--- config.mk ---
export PLATFORM = sky130hd
export DESIGN_NAME = dff_pipe_param
export DESIGN_NICKNAME = d
export VERILOG_FILES = /design/src/rtl/dff_pipe_param.sv
export SDC_FILE = /design/constraint.sdc
export NUM_CORES = 1
export LEC_CHECK = 0
export CAP_MARGIN = 20
export CORE_AREA = 5 5 98 100
export CTS_BUF_LIST = sky130_fd_sc_hd__clkbuf_8
export DETAILED_ROUTE_END_ITERATION = 8
export DIE_AREA = 0 0 103 105
export HOLD_SLACK_MARGIN = 0.05
export PLACE_DENSITY = 0.54
export SYNTH_ARGS = -nofsm -noshare
export SYNTH_HDL_FRONTEND = slang
export SYNTH_SLANG_ARGS = --single-unit
--- constraint.sdc ---
create_clock -name clk -period 1.92 [get_ports clk]
set_clock_uncertainty 0.05 [all_clocks]
set_input_delay 0.576 -clock clk [delete_from_list [all_inputs] [get_ports clk]]
set_output_delay 0.576 -clock clk [all_outputs]
set_load 0.02 [all_outputs]
--- src/rtl/dff_pipe_param.sv ---
// WIDTH x DEPTH register pipeline with per-stage valid, clock enable, sync clear,
// hold/shift/load/rotate modes, a selectable tap and a registered occupancy count.
module dff_pipe_param #(
   parameter int               WIDTH     = 8,
   parameter int               DEPTH     = 4,
   parameter logic [WIDTH-1:0] RESET_VAL = '0,
   localparam int              TW        = (DEPTH > 1) ? $clog2(DEPTH) : 1,
   localparam int              CW        = $clog2(DEPTH + 1)
) (
   input  logic             clk,
   input  logic             rst_n,
   input  logic             en,
   input  logic             clr,
   input  logic [1:0]       mode,
   input  logic [WIDTH-1:0] din,
   input  logic             din_valid,
   input  logic [TW-1:0]    tap_sel,
   output logic [WIDTH-1:0] dout,
   output logic             dout_valid,
   output logic [WIDTH-1:0] tap_out,
   output logic             tap_valid,
   output logic [CW-1:0]    count
);

   typedef enum logic [1:0] {
      MODE_HOLD   = 2'b00,
      MODE_SHIFT  = 2'b01,
      MODE_LOAD   = 2'b10,
      MODE_ROTATE = 2'b11
   } mode_e;

   logic [DEPTH-1:0][WIDTH-1:0] data_p0;
   logic [DEPTH-1:0][WIDTH-1:0] data_nxt;
   logic [DEPTH-1:0]            vld_p0;
   logic [DEPTH-1:0]            vld_nxt;
   logic [CW-1:0]               count_p0;

   function automatic logic [CW-1:0] popcount(input logic [DEPTH-1:0] bits);
      logic [CW-1:0] n;
      n = '0;
      for (int i = 0; i < DEPTH; i++) n = n + CW'(bits[i]);
      return n;
   endfunction

   always_comb begin
      data_nxt = data_p0;
      vld_nxt  = vld_p0;
      if (en) begin
         case (mode_e'(mode))
            MODE_SHIFT: begin
               data_nxt[0] = din;
               vld_nxt[0]  = din_valid;
               for (int i = 1; i < DEPTH; i++) begin
                  data_nxt[i] = data_p0[i-1];
                  vld_nxt[i]  = vld_p0[i-1];
               end
            end
            MODE_LOAD: begin
               data_nxt = {DEPTH{din}};
               vld_nxt  = {DEPTH{din_valid}};
            end
            MODE_ROTATE: begin
               data_nxt[0] = data_p0[DEPTH-1];
               vld_nxt[0]  = vld_p0[DEPTH-1];
               for (int i = 1; i < DEPTH; i++) begin
                  data_nxt[i] = data_p0[i-1];
                  vld_nxt[i]  = vld_p0[i-1];
               end
            end
            default: ;
         endcase
      end
   end

   // Stage register: count is taken from the next valid vector so it never lags.
   always_ff @(posedge clk or negedge rst_n) begin
      if (!rst_n) begin
         data_p0  <= {DEPTH{RESET_VAL}};
         vld_p0   <= '0;
         count_p0 <= '0;
      end else if (clr) begin
         data_p0  <= {DEPTH{RESET_VAL}};
         vld_p0   <= '0;
         count_p0 <= '0;
      end else begin
         data_p0  <= data_nxt;
         vld_p0   <= vld_nxt;
         count_p0 <= popcount(vld_nxt);
      end
   end

   // Out-of-range tap selects fall through to zero rather than indexing past the array.
   always_comb begin
      tap_out   = '0;
      tap_valid = 1'b0;
      for (int i = 0; i < DEPTH; i++) begin
         if (tap_sel == TW'(i)) begin
            tap_out   = data_p0[i];
            tap_valid = vld_p0[i];
         end
      end
   end

   assign dout       = data_p0[DEPTH-1];
   assign dout_valid = vld_p0[DEPTH-1];
   assign count      = count_p0;

endmodule

* Word-level counts from Yosys, hierarchy flattened
Index checks and enable logic that the tools add are counted.
** Storage, ports and cells
- Bits in registers :: 39
- Latch bits :: 0
- RAM bits :: 0
- ROM bits :: 0
- Word-level logic and storage cells :: 34
- Memories :: 0
** Cells by class
- Add/sub/neg operators :: 3
- $mul :: 0
- Divide/modulo/power cells :: 0
- Order comparisons :: 0
- Eq/ne operators :: 6
- Shifts and indexed selects :: 0
- Mux-type cells :: 15
- Bitwise logic cells :: 0
- Reductions and logical operators :: 4
** Operators with widths (count)
- $pmux 32 s3 :: 1
- $mux 32 :: 2
- $mux 8 :: 4
- $pmux 4 s3 :: 1
- $eq 2x2->1 const B :: 4
- $mux 4 :: 2
- $eq 2x1->1 const B :: 2
- $mux 1 :: 4
- $reduce_bool 4->1 :: 1
- $add 2x1->3 :: 1
- $add 3x1->3 :: 1
- $mux 3 :: 1
- $add 1x1->2 :: 1
- $logic_not 2->1 :: 1
- $reduce_and 2->1 :: 1
- $reduce_bool 2->1 :: 1

* Logic depth before layout (Yosys ltp)
Gate-level depths: netlist of the first run.
- Word-level depth :: 7
- Mapped depth :: 8

* Worst setup path before layout of the first run
OpenSTA, ideal clock, no wires.
- Kind :: input to register
- Start point :: in en
- End point :: reg count_p0[1], in the netlist count[1]
- Arrival time :: 2.219 ns
- Data required time :: 1.750 ns
- Setup slack :: -0.470 ns
- Cell stages on the path :: 8
- Path through :: buf_4 > and4b_1 > a31oi_1 > nand2_1 > fa_1 > ha_1 > ha_1 > nor2b_1
** On the way
- Word-level cells in the longest chain between the ends :: 5
** RTL lines
- from (decl) :: line 12 : input logic en,
- $mux 4 (*) :: line 48 : if (en) begin
- $add 1x1->2 :: line 41 : for (int i = 0; i < DEPTH; i++) n = n + CW'(bits[i]);
- $add 2x1->3 :: line 41
- $add 3x1->3 (*) :: line 41
- $mux 3 (*) :: line 81 : end else if (clr) begin
- to (signal assigned) :: line 88 : count_p0 <= popcount(vld_nxt);
- to (decl) :: line 36 : logic [CW-1:0] count_p0;
Every way passes the cells marked *; elsewhere a longest branch is shown, timed or not.
A chain may end at the register's enable or synchronous reset.

* Worst setup path after layout of the first run
- Start point :: in mode[1]
- End point :: reg count_p0[1], in the netlist count[1]
** On the way
- Word-level cells in the longest chain between the ends :: 7
** RTL lines
- from (decl) :: line 14 : input logic [1:0] mode,
- $eq 2x2->1 or $eq 2x1->1 (tied branches) :: line 49 : case (mode_e'(mode))
- $pmux 4 s3 (*) :: line 49
- $mux 4 (*) :: line 48
- $add 1x1->2 :: line 41
- $add 2x1->3 :: line 41
- $add 3x1->3 (*) :: line 41
- $mux 3 (*) :: line 81
Marked as above.

==> results of run 1 <==
-- cell type report --
class	count	area share (%)
sequential	39	30.16
clock buffer	5	2.127
inverter	1	0.1160
tap	108	4.176
multi-input combinational	112	33.10
clock inverter	3	0.3867
timing repair buffer	103	29.93
-- synthesized netlist by cell type --
cell type,instances,area [µm²]
inv_2,1,3.750
nor2_1,2,7.510
mux2i_1,8,80.08
clkbuf_1,3,11.26
a32oi_1,1,8.760
a31oi_1,2,12.51
buf_4,9,67.56
nand2_1,5,18.77
dfrtp_1,39,975.9
o21ai_0,2,10.01
and3b_1,8,70.07
nor2b_1,3,18.77
or3_1,1,6.260
or2_1,1,6.260
a21oi_1,30,150.1
mux2_2,1,11.26
o32ai_1,1,8.760
nand2b_1,1,6.260
mux4_2,9,202.7
nor3_1,1,5.000
o2bb2ai_1,32,280.3
and4b_1,1,10.01
buf_2,8,40.04
buf_6,4,45.04
fa_1,1,20.02
ha_1,2,25.02
-- metrics by stage --
stage | area, µm² | utilization [%] | worst slack, ns | hold WS, ns
after global placement | 2954 | 34.38 | -1.060 | 0.4974
after detailed placement | 2954 | 34.38 | -1.045 | 0.5011
after global routing | 3236 | 37.65 | -0.2511 | 0.1938
after floorplan | 2152 | - | -0.3839 | 0.2304
final | 3236 | 37.65 | -0.2195 | 0.1660
after CTS | 3137 | 36.50 | -0.3162 | 0.1761
-- where the power goes --
| group | internal (mW) | switching [mW] | leakage (nW) |
|---|---|---|---|
| logic | 0.247 | 0.220 | 0.946 |
| registers | 0.856 | 0.0174 | 0.535 |
| clock network | 0.245 | 0.300 | 0.0505 |
| total | 1.35 | 0.538 | 1.53 |
-- layout by cell type, fill, tap and decap left out, types with 2 or more instances in the layout --
| cell type | n |
|---|---|
| a21oi_1 | 27 |
| a21oi_2 | 2 |
| and3b_1 | 8 |
| buf_12 | 5 |
| buf_2 | 3 |
| buf_4 | 55 |
| buf_6 | 13 |
| buf_8 | 4 |
| clkbuf_8 | 5 |
| clkdlybuf4s50_1 | 12 |
| dfrtp_1 | 39 |
| dlygate4sd2_1 | 9 |
| ha_4 | 2 |
| inv_1 | 2 |
| mux2i_1 | 8 |
| mux4_2 | 9 |
| nand2_1 | 4 |
| nor2b_1 | 2 |
| o21ai_0 | 2 |
| o2bb2ai_1 | 32 |
-- worst paths after layout --
| kind | startpoint | endpoint |
|---|---|---|
| worst max-delay path | mode[1] | count[1]$_DFF_PN0_ |
| worst min-delay path | rst_n | dout[4]$_DFFE_PN0P_ |
| worst max register to register | vld_p0[3]$_DFF_PN0_ | count[1]$_DFF_PN0_ |
| worst min register to register | data_p0[10]$_DFFE_PN0P_ | data_p0[10]$_DFFE_PN0P_ |
| max in group asynchronous | rst_n | data_p0[6]$_DFFE_PN0P_ |
| min in group clk | data_p0[10]$_DFFE_PN0P_ | data_p0[10]$_DFFE_PN0P_ |
-- sequential cells by signal (all words and copies together) (netlist names) --
name	cells
count	3
data_p0	24
dout	8
vld_p0	4
-- cell families after synthesis --
logic type / synth area share, %
AOI/OAI and AO/OA: 22.38
buffers and inverters: 7.976
DFF: 46.43
muxes: 13.99
adders and majority gates: 2.143
and+or+nand+nor: 7.084
-- repair_timing --
action / 4_1_cts / 5_1_grt
setup buffers: 5 / 3
gates cloned: 1 / 0
hold endpoints to repair: 0 / 0
resized for setup: 98 / 20
setup endpoints to repair: 53 / 12
pin swaps: 6 / 7
-- metal layers --
metal	vias to the layer above	global-route usage, %	share of wire [%]
met3	6	2.732	3.9
met5	-	0	0
met4	0	2.220	0.79
li1	842	-	-
met2	27	16.77	49
met1	867	16.04	47
==> metrics.yaml, run 1 <==
outcome: "finished with violations"
violations: "setup timing"
hold_viol_final: 0
arrival_ns: 2.28
r2r_setup_slack_ns: -0.17
crit_top_cell: "ha_4"
cap_violations: 0
crit_fanout: 3
dieArea_um2: 10820
ys.warnings.count: 0
vias: 1742
fin_total_pwr_mw: 1.886
crit_family: "adder cells"
finalCritPeriodShare_pct: 111.4
cts_inserted_buffers: 5
tightest_slew_ns: 0.4506
routed_wl_mm: 5.800
antennaDiodeCount: 0
worst-path-buf-inv: 2
setup_violations: 12
h-tree-depth: 2
die_h_um: 105
relSlewSlack_pct: 69.96
reg2reg_depth: 7
nNetsFinal: 282
io_pins: 38
finalWorstSetupSlack_ns: -0.2195
instances_no_fill: 371
core_area_um2: 8593
clk_latency_ns: 0.29
max_clock_freq_mhz: 467.4
syn_area_per_cell_um2: 11.94
synth-seq-cells: 39
syn_inst: 176
syn_nets: 196
grt_pass1_wl_mm: 9.404
multi_input_area_um2: 1071
pwr_density_cell_nw_per_um2: 582.8
start_kind: "input pin"
vias_per_cell: 4.695
antenna_found_initial: 0
drive_gt1_share_pct: 42.97
path_cells: "buf_8 -> buf_6 -> and4b_2 -> a21oi_2 -> nand2_2 -> fa_1 -> ha_4 -> ha_4 -> nor2b_4"
cts.sinks: 39
synth.distinct_cells: 26
critPathSlowestCell: "fa_1"
cts_buffer_depth: 2
cpPeakStageDelay_ns: 0.59
drc: 0
grt_overflow: 0
critical_path_class: "in2reg"
fillers: 858
worstPathRequired_ns: 2.06
path_depth: 9
rows: 34
dp.cells: 354
vdd.ir_drop.worst_mv: 0.2118
io_buffers: 37
drtIter0Drc: 67
cellLeakagePower_nw: 1.531
grt_max_degree: 33
post-route-min-period_ns: 2.139
first_pass_iters: 4
die_w_um: 103
routedWlPerCell_um: 15.63
synth_area_um2: 2102
tns_ns: -1.789
ant_nets: 0
clk_transition_reported_paths_ns: 0.08
final-max-slew-violation-count: 0
yosysSeqAreaShare_pct: 46.43
hold_buffers: 0
hp-class: "in2async"
floorplan.initialDensity_pct: 24.46
hpwl_mm: 3.918
cts_tree: "built"
place_congestion: 0.7304
cp-end-kind: "register"
rsz0062_at_grt: "true"
cts_root_buf: "clkbuf_8"
globalRouteTotalUtil_pct: 11.07
area_growth_pct: 53.93
register_area_um2: 975.9
grt_pass1_vias: 1795
(Power assumes the default switching activity.)
==> run 2, diff against run 1 <==
Settings changed: SLEW_MARGIN set to 20.
==> results of run 2 <==
Final layout, timing and power as in run 1 (identical DEF).
